--- config.mk ---
export PLATFORM = sky130hd
export DESIGN_NAME = uart_rx_core
export DESIGN_NICKNAME = d
export VERILOG_FILES = /design/src/rtl/uart_rx_core.sv
export SDC_FILE = /design/constraint.sdc
export NUM_CORES = 1
export LEC_CHECK = 0
export ABC_AREA = 1
export CAP_MARGIN = 20
export CORE_MARGIN = 2
export CORE_UTILIZATION = 58
export CTS_CLUSTER_DIAMETER = 200
export CTS_CLUSTER_SIZE = 20
export DETAILED_ROUTE_END_ITERATION = 7
export GPL_TIMING_DRIVEN = 0
export HOLD_SLACK_MARGIN = 0.12
export PLACE_DENSITY = 0.89
export REMOVE_ABC_BUFFERS = 1
export SLEW_MARGIN = 10
export SYNTH_ARGS = -nofsm -noshare
export SYNTH_HDL_FRONTEND = slang
export SYNTH_SLANG_ARGS = --single-unit
export TNS_END_PERCENT = 30
--- constraint.sdc ---
create_clock -name clk -period 1.8 [get_ports clk]
set_clock_uncertainty 0.2 [all_clocks]
set_input_delay 0.27 -clock clk [delete_from_list [all_inputs] [get_ports clk]]
set_output_delay 0.27 -clock clk [all_outputs]
set_load 0.02 [all_outputs]
--- src/rtl/uart_rx_core.sv ---
// 8N1 UART receiver: synchronises rs232_rx, samples each bit at mid-bit and
// emits a one-cycle rx_done (with rx_data) or frame_err strobe per frame.
module uart_rx_core #(
    parameter int BAUD_END = 5208,
    parameter int BAUD_MID = 2604,
    parameter int BIT_END  = 9
) (
    input  logic       clk,
    input  logic       rst_n,
    input  logic       rs232_rx,
    output logic [7:0] rx_data,
    output logic       rx_done,
    output logic       frame_err
);

    localparam logic [12:0] END_M1    = 13'(BAUD_END - 1);
    localparam logic [12:0] MID_M1    = 13'(BAUD_MID - 1);
    localparam logic [3:0]  LAST_DATA = 4'(BIT_END - 2);

    typedef enum logic [1:0] {
        IDLE  = 2'd0,
        START = 2'd1,
        DATA  = 2'd2,
        STOP  = 2'd3
    } state_t;

    state_t      state_q, state_d;
    logic [12:0] cnt0_q, cnt0_d;
    logic [3:0]  cnt1_q, cnt1_d;
    logic [7:0]  shift_q, shift_d;
    logic [7:0]  rx_data_q, rx_data_d;
    logic        rx_done_q, rx_done_d;
    logic        frame_err_q, frame_err_d;
    logic        r1_q, r2_q, r3_q;
    logic [1:0]  flush_q;
    logic        armed_q;
    logic        falling;
    logic        at_mid;
    logic        at_end;

    // The sync flops reset to 1, so a line already low at reset release would
    // look like a falling edge. Starts are only accepted once r2 has carried a
    // real high level from the pin.
    always_ff @(posedge clk or negedge rst_n) begin
        if (!rst_n) begin
            r1_q    <= 1'b1;
            r2_q    <= 1'b1;
            r3_q    <= 1'b1;
            flush_q <= 2'd0;
            armed_q <= 1'b0;
        end else begin
            r1_q    <= rs232_rx;
            r2_q    <= r1_q;
            r3_q    <= r2_q;
            if (flush_q != 2'd2) begin
                flush_q <= flush_q + 2'd1;
            end
            armed_q <= armed_q | ((flush_q == 2'd2) & r2_q);
        end
    end

    assign falling = armed_q & ~r2_q & r3_q;
    assign at_mid  = (cnt0_q == MID_M1);
    assign at_end  = (cnt0_q == END_M1);

    always_ff @(posedge clk or negedge rst_n) begin
        if (!rst_n) begin
            state_q     <= IDLE;
            cnt0_q      <= 13'd0;
            cnt1_q      <= 4'd0;
            shift_q     <= 8'h00;
            rx_data_q   <= 8'h00;
            rx_done_q   <= 1'b0;
            frame_err_q <= 1'b0;
        end else begin
            state_q     <= state_d;
            cnt0_q      <= cnt0_d;
            cnt1_q      <= cnt1_d;
            shift_q     <= shift_d;
            rx_data_q   <= rx_data_d;
            rx_done_q   <= rx_done_d;
            frame_err_q <= frame_err_d;
        end
    end

    always_comb begin
        state_d     = state_q;
        cnt0_d      = cnt0_q;
        cnt1_d      = cnt1_q;
        shift_d     = shift_q;
        rx_data_d   = rx_data_q;
        rx_done_d   = 1'b0;
        frame_err_d = 1'b0;
        case (state_q)
            IDLE: begin
                cnt0_d = 13'd0;
                if (falling) begin
                    state_d = START;
                end
            end
            START: begin
                cnt0_d = at_end ? 13'd0 : cnt0_q + 13'd1;
                if (at_mid && r2_q) begin
                    state_d = IDLE;
                    cnt0_d  = 13'd0;
                end else if (at_end) begin
                    state_d = DATA;
                    cnt1_d  = 4'd0;
                end
            end
            DATA: begin
                cnt0_d = at_end ? 13'd0 : cnt0_q + 13'd1;
                if (at_mid) begin
                    shift_d[cnt1_q[2:0]] = r2_q;
                end
                if (at_end) begin
                    cnt1_d = cnt1_q + 4'd1;
                    if (cnt1_q == LAST_DATA) begin
                        state_d = STOP;
                    end
                end
            end
            STOP: begin
                // Leave at mid stop bit so a back-to-back start edge is not missed.
                cnt0_d = cnt0_q + 13'd1;
                if (at_mid) begin
                    state_d = IDLE;
                    cnt0_d  = 13'd0;
                    if (r2_q) begin
                        rx_data_d = shift_q;
                        rx_done_d = 1'b1;
                    end else begin
                        frame_err_d = 1'b1;
                    end
                end
            end
            default: begin
                state_d = IDLE;
                cnt0_d  = 13'd0;
            end
        endcase
    end

    assign rx_data   = rx_data_q;
    assign rx_done   = rx_done_q;
    assign frame_err = frame_err_q;

endmodule

==> metrics.md <==
| Metric | Value |
|---|---|
| Status | finished, violations left |
| Failing checks | negative setup slack |
| Post-Syn Instances | 241 |
| Pre-Repair DR Iteration Count | 5 |
| DR vias | 1,806 |
| Final GP Congestion | 0.850 |
| CTS Buffer Depth | 2 |
| Die Height | 63.1 um |
| Internal power | 1.41 mW |
| Finished Layout Cells | 324 |
| Drt total wl | 4900 um |
| Combinational Power Share | 0.244 |
| Max Slew Vio Count | 0 |
| Least-Margin Pin Slew | 400 ps |
| Clock share of power | 0.232 |
| Commonest non-fill, non-tap cell in the layout | nand2_1 |
| Gr ovfl total | 0 |
| Inst Count DP | 299 |
| Most frequent cells in the layout | nand2_1, dfrtp_1, nor2_1 |
| IO Pins | 13 |
| # DRC | 0 |
| DP HPWL | 2650 um |
| Layout cells sized above 1 | 0.219 |
| Max-cap viol count | 0 |
| ANT cells | 0 |
| Die W | 63.1 um |
| Critical Path Start Type | flop |
| RSZ-0062 raised after global routing | true |
| Antenna violations before repair | 0 |
| Worst Setup End Kind | flop |
| Worst Path Arrival | 1930 ps |
| First-pass GRT wire length | 6600 um |
| # clock sinks | 43 |
| Final setup margin | -67.9 ps |
| Area Overhead vs Synth | 23.4% |
| Slowest cell on the critical path | dfrtp_1 |
| Slew headroom | 0.733 |
| Root Driver | clkbuf_4 |
| CTS tree | done |
| Largest net degree at the start of global routing | 32 |
| Net Sw Power | 0.605 mW |
| Minimum clock period | 1870 ps |
| Critical path class | flop to flop |
| Via/cell ratio | 5.57 |
| Crit-path max FO | 6 |
| Util after Layout | 0.748 |
| Nets | 283 |
| Yosys Warn Count | 0 |
| Fin crit share | 1.04 |
| Clock-pin slew on the worst setup and hold paths | 120 ps |
| Reg2Reg Setup Slack | -70 ps |
| Vias in the first global route | 1,538 |
| Synth Register Bits | 43 |
| CTS buffer count | 5 |
| FMAX | 535 MHz |
| Hold slack | 164 ps |
| Setup TNS | -692 ps |
| Pwr/cell area | 806 nW/um^2 |
| Buffers added on ports | 12 |
| Final setup vio count | 19 |
| Seq/Total Area, Yosys | 0.533 |
| Most common cell on crit path | nand2_2 |
| Antenna-violating nets left | 0 |
| Synth cell types | 24 |
| H-Tree Depth | 2 |
| Final hold vios | 0 |
| Worst Path Required | 1860 ps |
| Initial Util | 0.607 |
| GRT Util Overall | 0.213 |
| Hold Crit Class | flop to flop |
| Synth Cell Area | 2020 um^2 |
| Core area | 3340 um^2 |
| Starting DRC count in detailed routing | 175 |
| Syn Area/Cell | 8.40 um^2 |
| Fillers | 223 |
| Crit-path max cell delay | 460 ps |
| Critical path, cell by cell | ha_4 -> nand2_2 -> inv_2 -> nand4_1 -> nor2_4 -> nand2_2 -> nand2_4 -> clkbuf_16 -> nor2_1 |
| Sequential power share | 0.524 |
| Full die area | 3980 um^2 |
| Maximum vdd drop | 708 uV |
| Skew-Pair Late Insertion Delay | 360 ps |
| # rows | 21 |
| P_leak | 1.25 nW |
| Sw frac | 0.300 |
| Routed len/inst | 15.1 um |
power by group through the flow:
stage / registers [mW] / clock network [mW] / logic (mW)
after detailed placement: 1.06 / 0 / 0.236
final: 1.06 / 0.468 / 0.491
after global placement: 1.06 / 0 / 0.219
after CTS: 1.04 / 0.470 / 0.347
after floorplan: 1.06 / 0 / 0.163
after global routing: 1.06 / 0.510 / 0.538
registers in the layout, indices dropped and copies added, names as in the netlist, named ones only:
| signal | count |
|---|---|
| state_q | 1 |
| r3_q | 1 |
| frame_err | 1 |
| flush_q | 2 |
| r2_q | 1 |
| r1_q | 1 |
| cnt0_q | 13 |
| rx_done | 1 |
| cnt1_q | 4 |
| shift_q | 8 |
| armed_q | 1 |
| rx_data | 8 |
metal layers:
layer  track usage  wire [um]
met1         0.263       1910
met4        0.0861        210
met2         0.359       2480
met5             0          0
met3        0.0536        304
synth_stat cells:
| library cell | count | share of area |
|---|---|---|
| nor2_2 | 4 | 0.012 |
| ha_1 | 3 | 0.019 |
| inv_2 | 2 | 0.0037 |
| nand3_4 | 1 | 0.0087 |
| buf_6 | 1 | 0.0056 |
| nand2_4 | 1 | 0.0056 |
| xnor2_1 | 2 | 0.0087 |
| nand2_1 | 62 | 0.11 |
| o21bai_4 | 1 | 0.0093 |
| nand4_1 | 5 | 0.015 |
| nor2_4 | 2 | 0.011 |
| nand3_1 | 11 | 0.027 |
| nand2_2 | 5 | 0.015 |
| nor3_1 | 4 | 0.0099 |
| inv_1 | 25 | 0.046 |
| xor2_1 | 4 | 0.017 |
| nor3_2 | 1 | 0.0049 |
| nor2_1 | 43 | 0.080 |
| clkinv_1 | 2 | 0.0037 |
| dfrtp_1 | 40 | 0.49 |
| nor3b_1 | 1 | 0.0037 |
| dfstp_2 | 3 | 0.039 |
| a21oi_1 | 10 | 0.025 |
| o21ai_0 | 8 | 0.020 |
critical path: cells and delay by family (launching register included):
kind / cells / cell delay, ps
and+or+nand+nor: 6 / 680
adders and majority gates: 1 / 200
DFF: 1 / 460
buffers and inverters: 2 / 230
final cells by class:
cell class / count / area, um^2 / area share
timing repair buffer: 30 / 299 / 0.120
multi-input combinational: 168 / 892 / 0.357
inverter: 29 / 114 / 0.0456
clock inverter: 2 / 12.5 / 0.00501
tap: 46 / 57.6 / 0.0230
sequential: 43 / 1080 / 0.433
clock buffer: 6 / 41.3 / 0.0165
through the flow:
step	power, mW	cell area, um^2	worst slack, ps
final	2.01	2500	-67.9
after global routing	2.11	2500	-162
after CTS	1.86	2340	0.570
after detailed placement	1.30	2210	-153
after global placement	1.28	2190	-784
after floorplan	1.22	2010	104
logic make-up after synthesis:
family	count (synthesis)	share of synthesized area
compound gates	19	0.0538
xor+xnor	6	0.0260
fa+ha+maj	3	0.0185
buf+inv	30	0.0593
flops	43	0.533
simple gates	140	0.309
path summary, 6_finish.rpt:
path | from | endpoint | cells past startpoint
min in group asynchronous | rst_n | r3_q | 2
max | cnt0_q[1] | cnt0_q[12] | 9
min | r1_q | r2_q | 0
max reg2reg | cnt0_q[1] | cnt0_q[12] | 9
min reg2reg | r1_q | r2_q | 0
max in group asynchronous | rst_n | async pin | 3
repair_timing:
item / in CTS / in global routing
hold endpoints to repair: 44 / 0
buffers inserted: 4 / 9
hold buffers: 3 / 0
pin swaps: 1 / 15
gates cloned: 0 / 1
gates resized for setup: 12 / 20
setup endpoints to repair: 39 / 37
Power figures use the tool's default switching activity.
